### src/rtl/simple_cpu_if.sv
// PC exchange between the environment (holds the PC) and the datapath.
// The environment drives the current address and receives the next one.
interface simple_cpu_if;
  logic [31:0] Input_Addr;
  logic [31:0] Output_Addr;

  modport master (output Input_Addr, input Output_Addr);
  modport slave  (input Input_Addr, output Output_Addr);
endinterface

### src/rtl/simple_cpu.sv
// Single-cycle MIPS-subset datapath: combinational fetch/decode/next-PC,
// register file and data memory committed on the rising clock edge.

module instr_memory #(
  parameter int BYTES = 128,
  parameter int AW    = $clog2(BYTES)
) (
  input  logic          clk,
  input  logic          load_en,
  input  logic [AW-1:0] load_addr,
  input  logic [7:0]    load_data,
  input  logic [AW-3:0] word_addr,
  output logic [31:0]   instr
);
  logic [7:0] InstrMem [0:BYTES-1];

  // Byte load port; normally tied off because the environment preloads InstrMem.
  always_ff @(posedge clk) begin
    if (load_en) InstrMem[load_addr] <= load_data;
  end

  assign instr = {InstrMem[{word_addr, 2'd0}], InstrMem[{word_addr, 2'd1}],
                  InstrMem[{word_addr, 2'd2}], InstrMem[{word_addr, 2'd3}]};
endmodule

module register_file #(
  parameter int NUM_REGS = 32
) (
  input  logic        clk,
  input  logic        rst_n,
  input  logic [4:0]  ra,
  input  logic [4:0]  rb,
  output logic [31:0] rd_a,
  output logic [31:0] rd_b,
  input  logic        we,
  input  logic [4:0]  wa,
  input  logic [31:0] wd
);
  logic [31:0] R [0:NUM_REGS-1];

  always_ff @(posedge clk or negedge rst_n) begin
    if (!rst_n) begin
      for (int i = 0; i < NUM_REGS; i++) R[i] <= '0;
    end else if (we && wa != 5'd0) begin
      R[wa] <= wd;
    end
  end

  assign rd_a = (ra == 5'd0) ? 32'd0 : R[ra];
  assign rd_b = (rb == 5'd0) ? 32'd0 : R[rb];
endmodule

module data_memory #(
  parameter int BYTES = 128,
  parameter int AW    = $clog2(BYTES)
) (
  input  logic          clk,
  input  logic          rst_n,
  input  logic          we,
  input  logic [AW-3:0] word_addr,
  input  logic [31:0]   wdata,
  output logic [31:0]   rdata
);
  logic [7:0] DataMem [0:BYTES-1];

  // Contents survive reset; only the write strobe is gated by it.
  always_ff @(posedge clk) begin
    if (rst_n && we) begin
      DataMem[{word_addr, 2'd0}] <= wdata[31:24];
      DataMem[{word_addr, 2'd1}] <= wdata[23:16];
      DataMem[{word_addr, 2'd2}] <= wdata[15:8];
      DataMem[{word_addr, 2'd3}] <= wdata[7:0];
    end
  end

  assign rdata = {DataMem[{word_addr, 2'd0}], DataMem[{word_addr, 2'd1}],
                  DataMem[{word_addr, 2'd2}], DataMem[{word_addr, 2'd3}]};
endmodule

module simple_cpu #(
  parameter int IM_BYTES = 128,
  parameter int DM_BYTES = 128,
  parameter int NUM_REGS = 32
) (
  input  logic         clk,
  input  logic         rst_n,
  simple_cpu_if.slave  bus
);
  localparam int IAW = $clog2(IM_BYTES);
  localparam int DAW = $clog2(DM_BYTES);

  logic [31:0]    instr;
  logic [31:0]    rs_val, rt_val, dm_rdata, imm_ext, pc4, br_target;
  logic [DAW-1:0] dm_addr;
  logic [5:0]     opcode, funct;
  logic [4:0]     rs, rt, rd, shamt;
  logic           reg_we, dm_we;
  logic [4:0]     wa;
  logic [31:0]    wd, next_pc;
  logic           unused_dm_low;

  assign opcode    = instr[31:26];
  assign rs        = instr[25:21];
  assign rt        = instr[20:16];
  assign rd        = instr[15:11];
  assign shamt     = instr[10:6];
  assign funct     = instr[5:0];
  assign imm_ext   = {{16{instr[15]}}, instr[15:0]};
  assign pc4       = bus.Input_Addr + 32'd4;
  assign br_target = pc4 + {imm_ext[29:0], 2'b00};
  // Only the in-range part of the effective address matters; byte offset is dropped.
  assign dm_addr       = rs_val[DAW-1:0] + imm_ext[DAW-1:0];
  assign unused_dm_low = ^dm_addr[1:0];

  instr_memory #(.BYTES(IM_BYTES)) Instr_Memory (
    .clk       (clk),
    .load_en   (1'b0),
    .load_addr ('0),
    .load_data (8'd0),
    .word_addr (bus.Input_Addr[IAW-1:2]),
    .instr     (instr)
  );

  register_file #(.NUM_REGS(NUM_REGS)) Register_File (
    .clk   (clk),
    .rst_n (rst_n),
    .ra    (rs),
    .rb    (rt),
    .rd_a  (rs_val),
    .rd_b  (rt_val),
    .we    (reg_we),
    .wa    (wa),
    .wd    (wd)
  );

  data_memory #(.BYTES(DM_BYTES)) Data_Memory (
    .clk       (clk),
    .rst_n     (rst_n),
    .we        (dm_we),
    .word_addr (dm_addr[DAW-1:2]),
    .wdata     (rt_val),
    .rdata     (dm_rdata)
  );

  always_comb begin
    next_pc = pc4;
    reg_we  = 1'b0;
    dm_we   = 1'b0;
    wa      = rd;
    wd      = 32'd0;
    case (opcode)
      6'h00: begin
        reg_we = 1'b1;
        case (funct)
          6'h21:   wd = rs_val + rt_val;
          6'h23:   wd = rs_val - rt_val;
          6'h24:   wd = rs_val & rt_val;
          6'h25:   wd = rs_val | rt_val;
          6'h2A:   wd = {31'd0, $signed(rs_val) < $signed(rt_val)};
          6'h00:   wd = rt_val << shamt;
          6'h02:   wd = rt_val >> shamt;
          default: reg_we = 1'b0;
        endcase
      end
      6'h09: begin
        reg_we = 1'b1;
        wa     = rt;
        wd     = rs_val + imm_ext;
      end
      6'h23: begin
        reg_we = 1'b1;
        wa     = rt;
        wd     = dm_rdata;
      end
      6'h2B: dm_we = 1'b1;
      6'h04: if (rs_val == rt_val) next_pc = br_target;
      6'h05: if (rs_val != rt_val) next_pc = br_target;
      6'h02: next_pc = {pc4[31:28], instr[25:0], 2'b00};
      default: ;
    endcase
  end

  assign bus.Output_Addr = next_pc;
endmodule

### src/flat_wrapper.sv
// flat-port wrapper written by rule: the top's interface ports become plain ports
module simple_cpu_flat 
#(
  parameter int IM_BYTES = 128,
  parameter int DM_BYTES = 128,
  parameter int NUM_REGS = 32
)
  (clk, rst_n, bus_Input_Addr, bus_Output_Addr);
  simple_cpu_if bus_i ();
  input  logic clk;
  input  logic rst_n;
  input wire logic [$bits(bus_i.Input_Addr)-1:0] bus_Input_Addr;
  output wire logic [$bits(bus_i.Output_Addr)-1:0] bus_Output_Addr;
  assign bus_i.Input_Addr = bus_Input_Addr;
  assign bus_Output_Addr = bus_i.Output_Addr;
  simple_cpu #(.IM_BYTES(IM_BYTES), .DM_BYTES(DM_BYTES), .NUM_REGS(NUM_REGS)) u_core (.clk(clk), .rst_n(rst_n), .bus(bus_i));
endmodule
### config.mk
export PLATFORM = sky130hd
export DESIGN_NAME = simple_cpu_flat
export DESIGN_NICKNAME = d
export VERILOG_FILES = /design/src/rtl/simple_cpu_if.sv /design/src/rtl/simple_cpu.sv /design/src/flat_wrapper.sv
export SDC_FILE = /design/constraint.sdc
export NUM_CORES = 1
export LEC_CHECK = 0
export ABC_AREA = 1
export CAP_MARGIN = 10
export CORE_ASPECT_RATIO = 1.1
export CORE_MARGIN = 4
export CORE_UTILIZATION = 32
export DETAILED_ROUTE_END_ITERATION = 7
export GPL_ROUTABILITY_DRIVEN = 0
export PLACE_DENSITY = 0.81
export SLEW_MARGIN = 25
export SYNTH_ARGS = -nofsm -noshare
export SYNTH_HDL_FRONTEND = slang
export SYNTH_SLANG_ARGS = --single-unit
### constraint.sdc
create_clock -name clk -period 0.9 [get_ports clk]
set_input_delay 0.09 -clock clk [delete_from_list [all_inputs] [get_ports clk]]
set_output_delay 0.09 -clock clk [all_outputs]
set_load 0.005 [all_outputs]
==> results of run 1 <==
==> cell usage after synthesis (all sizes together) <==
| cell type | instances |
|---|---|
| ha | 1 |
| inv | 17 |
| nand3 | 5 |
| xnor2 | 4 |
| buf | 2 |
| xor2 | 11 |
| nand2 | 83 |
| nand4 | 1 |
| nor2 | 38 |
| nand3b | 8 |
==> per-stage QoR <==
| stage | TNS [ns] | instance area (um^2) | hold WS [ns] | std cells | util (%) |
|---|---|---|---|---|---|
| 2_1_floorplan | -0.06522 | 873.3 | 0.2314 | 170 | - |
| 3_3_place_gp | -29.12 | 1723 | 0.1801 | 289 | 68.37 |
| 3_5_place_dp | -30.03 | 1723 | 0.1801 | 289 | 68.37 |
| 4_1_cts | -5.888 | 2004 | 0.1801 | 316 | 79.54 |
| 5_1_grt | -10.22 | 2116 | 0.1800 | 322 | 83.96 |
| 6_report | -8.788 | 2116 | 0.1800 | 322 | 83.96 |
==> placed cells by master, fill, tap and decap left out, types with 2 or more instances in the layout <==
cell type	instances
nor2_4	17
nor2_2	13
nand3_1	4
clkdlybuf4s15_1	2
xnor2_2	4
nand3b_1	8
nand2_2	23
buf_4	45
buf_2	40
nand2_4	11
buf_6	29
xor2_1	10
dlygate4sd2_1	2
nor2_1	8
inv_1	15
buf_8	3
inv_2	2
nand2_1	49
==> per-layer routing <==
| layer | vias to the layer above | global-route usage, % |
|---|---|---|
| met1 | 763 | 29.79 |
| met3 | 28 | 2.479 |
| li1 | 754 | - |
| met4 | 0 | 13.58 |
| met2 | 112 | 54.32 |
| met5 | - | 0 |
==> layout make-up <==
class                           count  area (um^2)  area share, %
Tap cell                           31        38.79          1.833
Inverter                           17        63.81          3.016
Multi-Input combinational cell    151         1045          49.38
Timing Repair Buffer              123        968.4          45.77
==> timing repair <==
item	CTS	global route
setup buffers	30	7
pin swaps	60	19
endpoints found under the setup margin	30	27
gates resized for setup	329	18
==> power by group through the flow <==
stage / Sequential, mW / Clock, mW / Combinational, mW
2_1_floorplan: 0 / 0 / 0.171
3_3_place_gp: 0 / 0 / 0.593
3_5_place_dp: 0 / 0 / 0.603
4_1_cts: 0 / 0 / 0.606
5_1_grt: 0 / 0 / 0.722
6_report: 0 / 0 / 0.683
==> worst max-delay path by stage <==
stage | start | endpoint | slack [ns] | cells past startpoint
3_3_place_gp | bus_Input_Addr[2] | bus_Output_Addr[12] | -1.11 | 8
4_1_cts | bus_Input_Addr[3] | bus_Output_Addr[16] | -0.31 | 9
3_5_place_dp | bus_Input_Addr[2] | bus_Output_Addr[16] | -1.19 | 8
2_1_floorplan | bus_Input_Addr[2] | bus_Output_Addr[12] | -0.03 | 6
5_1_grt | bus_Input_Addr[3] | bus_Output_Addr[11] | -0.47 | 10
6_report | bus_Input_Addr[3] | bus_Output_Addr[11] | -0.44 | 10
==> kinds of logic after synthesis <==
logic type    after synthesis  share of synthesized area [%]
simple gates              135                          73.82
buf+inv                    19                          9.264
xor+xnor                   15                          15.44
fa+ha+maj                   1                          1.470
==> run metrics, run 1 <==
outcome finished, violations left; violated checks negative setup slack; Die Span Y 62.08 um; RSZ-0062 raised after global routing true; Crit path max-delay family buffers and inverters; syn avg cell area 5.005 um^2; post-DP HPWL between 2 and 3 mm; GRT Resource Usage Total 27.53%; detail-routed via count per cell around 5.1; CP Data Required Time about 0.81 ns; Final Worst Setup Slack -0.4390 ns; Reg power frac 0%; die area about 0.0035 mm^2; Sw Pwr 340.9 uW; crit path kind in2out; CP Cell Sequence buf_8 -> buf_4 -> nand2_4 -> nor2_4 -> nand2_4 -> nor2_4 -> buf_6 -> buf_6 -> xor2_1 -> buf_2; Wirelength per Cell 16.88 um; WL met1 1.950 mm; WL final about 5.4 mm; Worst Hold Depth 0; WHS Endpoint bus_Output_Addr[0]; register area 0 um^2; Slew Viols, Final 0; initial DRC count 58; Hold Vio Cnt, Final 0; # setup viols final 28; post-route minimum period around 1.3 ns; Synth area leaders nand2_1, nor2_1, xor2_1; DR top layer met4; Worst setup EP type primary output; pwr dens 322.6 mW/mm^2; Critical Path Start Type input port; largest net degree at the start of global routing 6; HP Class in2out; Final Net Count 328; Seq cells 0; CP Buf/Inv Count 5; vias in the first global route 1,642; sequential area share after synthesis 0%; initial core utilization 33.76%; leakage approximately 1.1 nW; internal power 341.7 uW; DP Worst Slack -1.188 ns; max cap viols 0; number of hold buffers added after cts 0; synthesized instance count 170; met2 wire length 2.803 mm; synthesized area between 800 and 900 um^2; core box area 0.002520 mm^2; Clock buffer cells 0; initial antenna violation count 0; Synthesized Nets 205; Inserted Diodes 0; Vias 1,657; Worst path max stage delay 0.18 ns; clock share of power 0%; routed wl met3 437 um; PortBufs 60; Power Total 682.6 uW; Synth top area share 35.29%; Max transition margin 84.67%; Combinational Power Share 100.0%; post-synth top area cell nand2_1; layout overhead on the synthesized area 148.7%; Data arrival, critical path 1.25 ns; Syn. warnings 0; Critical-path top delay cell xor2_1; Fillers 141; die width 57.17 um; first-pass GRT wire length 7.590 mm; Netlist cell types 14; row cnt 19; antenna viol nets, final 0; switching share of power between 40% and 50%; VDD IR max about 280 uV; critical hold path startpoint bus_Input_Addr[0]; DRC viols 0; Crit Path Max Fanout 3; Tcrit/Tclk final 148.8%; gr ovfl total 0; layout cell share with drive strength beyond 1 65.64%; drt pass-1 iters 4; Least-Margin Pin Slew 0.2291 ns; fmax ~750 MHz; io pins between 60 and 70
Note: power is estimated with default switching activity, not from simulation.
==> inputs of run 2 (changes only) <==
RECOVER_POWER = 100   (was not set)
==> run 2 against run 1 <==
Net effect:
- the flow still finishes with violations (negative setup slack)
- total power about the same
- fmax down 0.14%
- combinational power about the same
- critical endpoint unchanged
- largest power group unchanged
==> run metrics, run 2 (synthesized netlist as in run 1, its figures left out) <==
outcome finished, violations left; violated checks negative setup slack; crit path kind in2out; layout overhead on the synthesized area 148.7% (unchanged); Tcrit/Tclk final 149.0% (+0.21 points); leakage 1.132 nW (about the same); commonest non-fill, non-tap cell in the layout nand2_1; PortBufs 60 (unchanged); io pins 66 (unchanged); drt pass-1 iters 4 (unchanged); Final Worst Setup Slack -0.4409 ns (-0.001920 ns); Sw Pwr 340.5 uW (-0.11%); Final Net Count 328 (unchanged); switching share of power 49.93% (about the same); die width 57.17 um (unchanged); largest net degree at the start of global routing 6 (unchanged); final hold slack 0.1800 ns (unchanged); GRT Resource Usage Total 27.53% (unchanged); Vias 1,660 (+0.18%); Worst Hold Depth 0 (unchanged); post-DP HPWL 2.705 mm (unchanged); Inserted Diodes 0 (unchanged); internal power 341.4 uW (about the same); Least-Margin Pin Slew 0.2290 ns (-0.00003016 ns); die area 0.003549 mm^2 (unchanged); Slew Viols, Final 0 (unchanged); CP Data Required Time 0.81 ns (about the same); row cnt 19 (unchanged); HP Class in2out; initial antenna violation count 0 (unchanged); detail-routed via count per cell 5.155 (+0.18%); clock share of power 0% (unchanged); Data arrival, critical path 1.25 ns (about the same); Critical Path Start Type input port; vias in the first global route 1,642 (unchanged); post-route minimum period 1.341 ns (+0.001920 ns); Hold Vio Cnt, Final 0 (unchanged); Power Total 681.9 uW (about the same); Max transition margin 84.67% (about the same); pwr dens 322.3 mW/mm^2 (about the same); Seq cells 0 (unchanged); Final Non-Filler Cells 322 (unchanged); Combinational Power Share 100.0% (about the same); initial DRC count 58 (unchanged); Reg power frac 0% (unchanged); layout cell share with drive strength beyond 1 65.29% (-0.34 points); Clock buffer cells 0 (unchanged); register area 0 um^2 (unchanged); most frequent cells in the layout nand2_1, buf_4, buf_2, buf_6, nand2_2; placed cells 289 (unchanged); Die Span Y 62.08 um (unchanged); antenna viol nets, final 0 (unchanged); initial core utilization 33.76% (unchanged); VDD IR max 274.5 uV (-0.91%); max cap viols 0 (unchanged); core box area 0.002520 mm^2 (unchanged); WL final 5.429 mm (about the same); DRC viols 0 (unchanged); Wirelength per Cell 16.86 um (about the same); fmax 745.8 MHz (-0.14%); final core occ 83.96% (unchanged); first-pass GRT wire length 7.590 mm (unchanged); Fillers 141 (unchanged); Crit Path Max Fanout 3 (unchanged); # setup viols final 28 (unchanged); gr ovfl total 0 (unchanged); RSZ-0062 raised after global routing true; Worst setup EP type primary output
[run 2: cell count changes in the layout (fill, tap and decap cells not counted)]
cell / previous run / this run
inv_1: 15 / 16
inv_2: 2 / 1
[run 2: metal layers]
layer	part of all wire (%)	track usage, %	wire, um
met2	52	54.32	2804
met1	36	29.79	1953
met4	4.4	13.58	240
met5	0	0	0
met3	7.9	2.479	430
[run 2: layout make-up]
cell class | count | area [um^2] | share of cell area (%)
Multi-Input combinational cell | 151 | 1045 | 49.38
Timing Repair Buffer | 123 | 968.4 | 45.77
Inverter | 17 | 63.81 | 3.016
Tap cell | 31 | 38.79 | 1.833
[run 2: worst max-delay path, cell delays in order]
cell     delay, ns
buf_8         0.08
buf_4         0.11
nand2_4       0.04
nor2_4        0.16
nand2_4       0.11
nor2_4        0.13
buf_6         0.12
buf_6         0.09
xor2_1        0.18
buf_2         0.16
[run 2: stage by stage]
stage	instance area [um^2]	setup slack, ns	setup TNS, ns
2_1_floorplan	873.3	-0.02926	-0.06522
3_3_place_gp	1723	-1.111	-29.12
3_5_place_dp	1723	-1.188	-30.03
4_1_cts	2004	-0.3116	-5.888
5_1_grt	2116	-0.4743	-10.22
6_report	2116	-0.4409	-8.873
[run 2: repair_timing]
item / CTS / global route
resized for setup: 329 / 18
pin swaps: 60 / 19
hold buffers: 0 / 0
hold endpoints to repair: 0 / 0
endpoints found under the setup margin: 30 / 27
buffers inserted: 30 / 7
[run 2: power by group through the flow]
stage / registers [mW] / logic, mW / clock network [mW]
after floorplan: 0 / 0.171 / 0
after global placement: 0 / 0.593 / 0
after detailed placement: 0 / 0.603 / 0
after CTS: 0 / 0.606 / 0
after global routing: 0 / 0.721 / 0
final: 0 / 0.682 / 0
[run 2: final timing paths]
check	slack [ns]	end	startpoint
worst max-delay path	-0.44	bus_Output_Addr[11]	bus_Input_Addr[3]
worst min-delay path	0.18	bus_Output_Addr[0]	bus_Input_Addr[0]
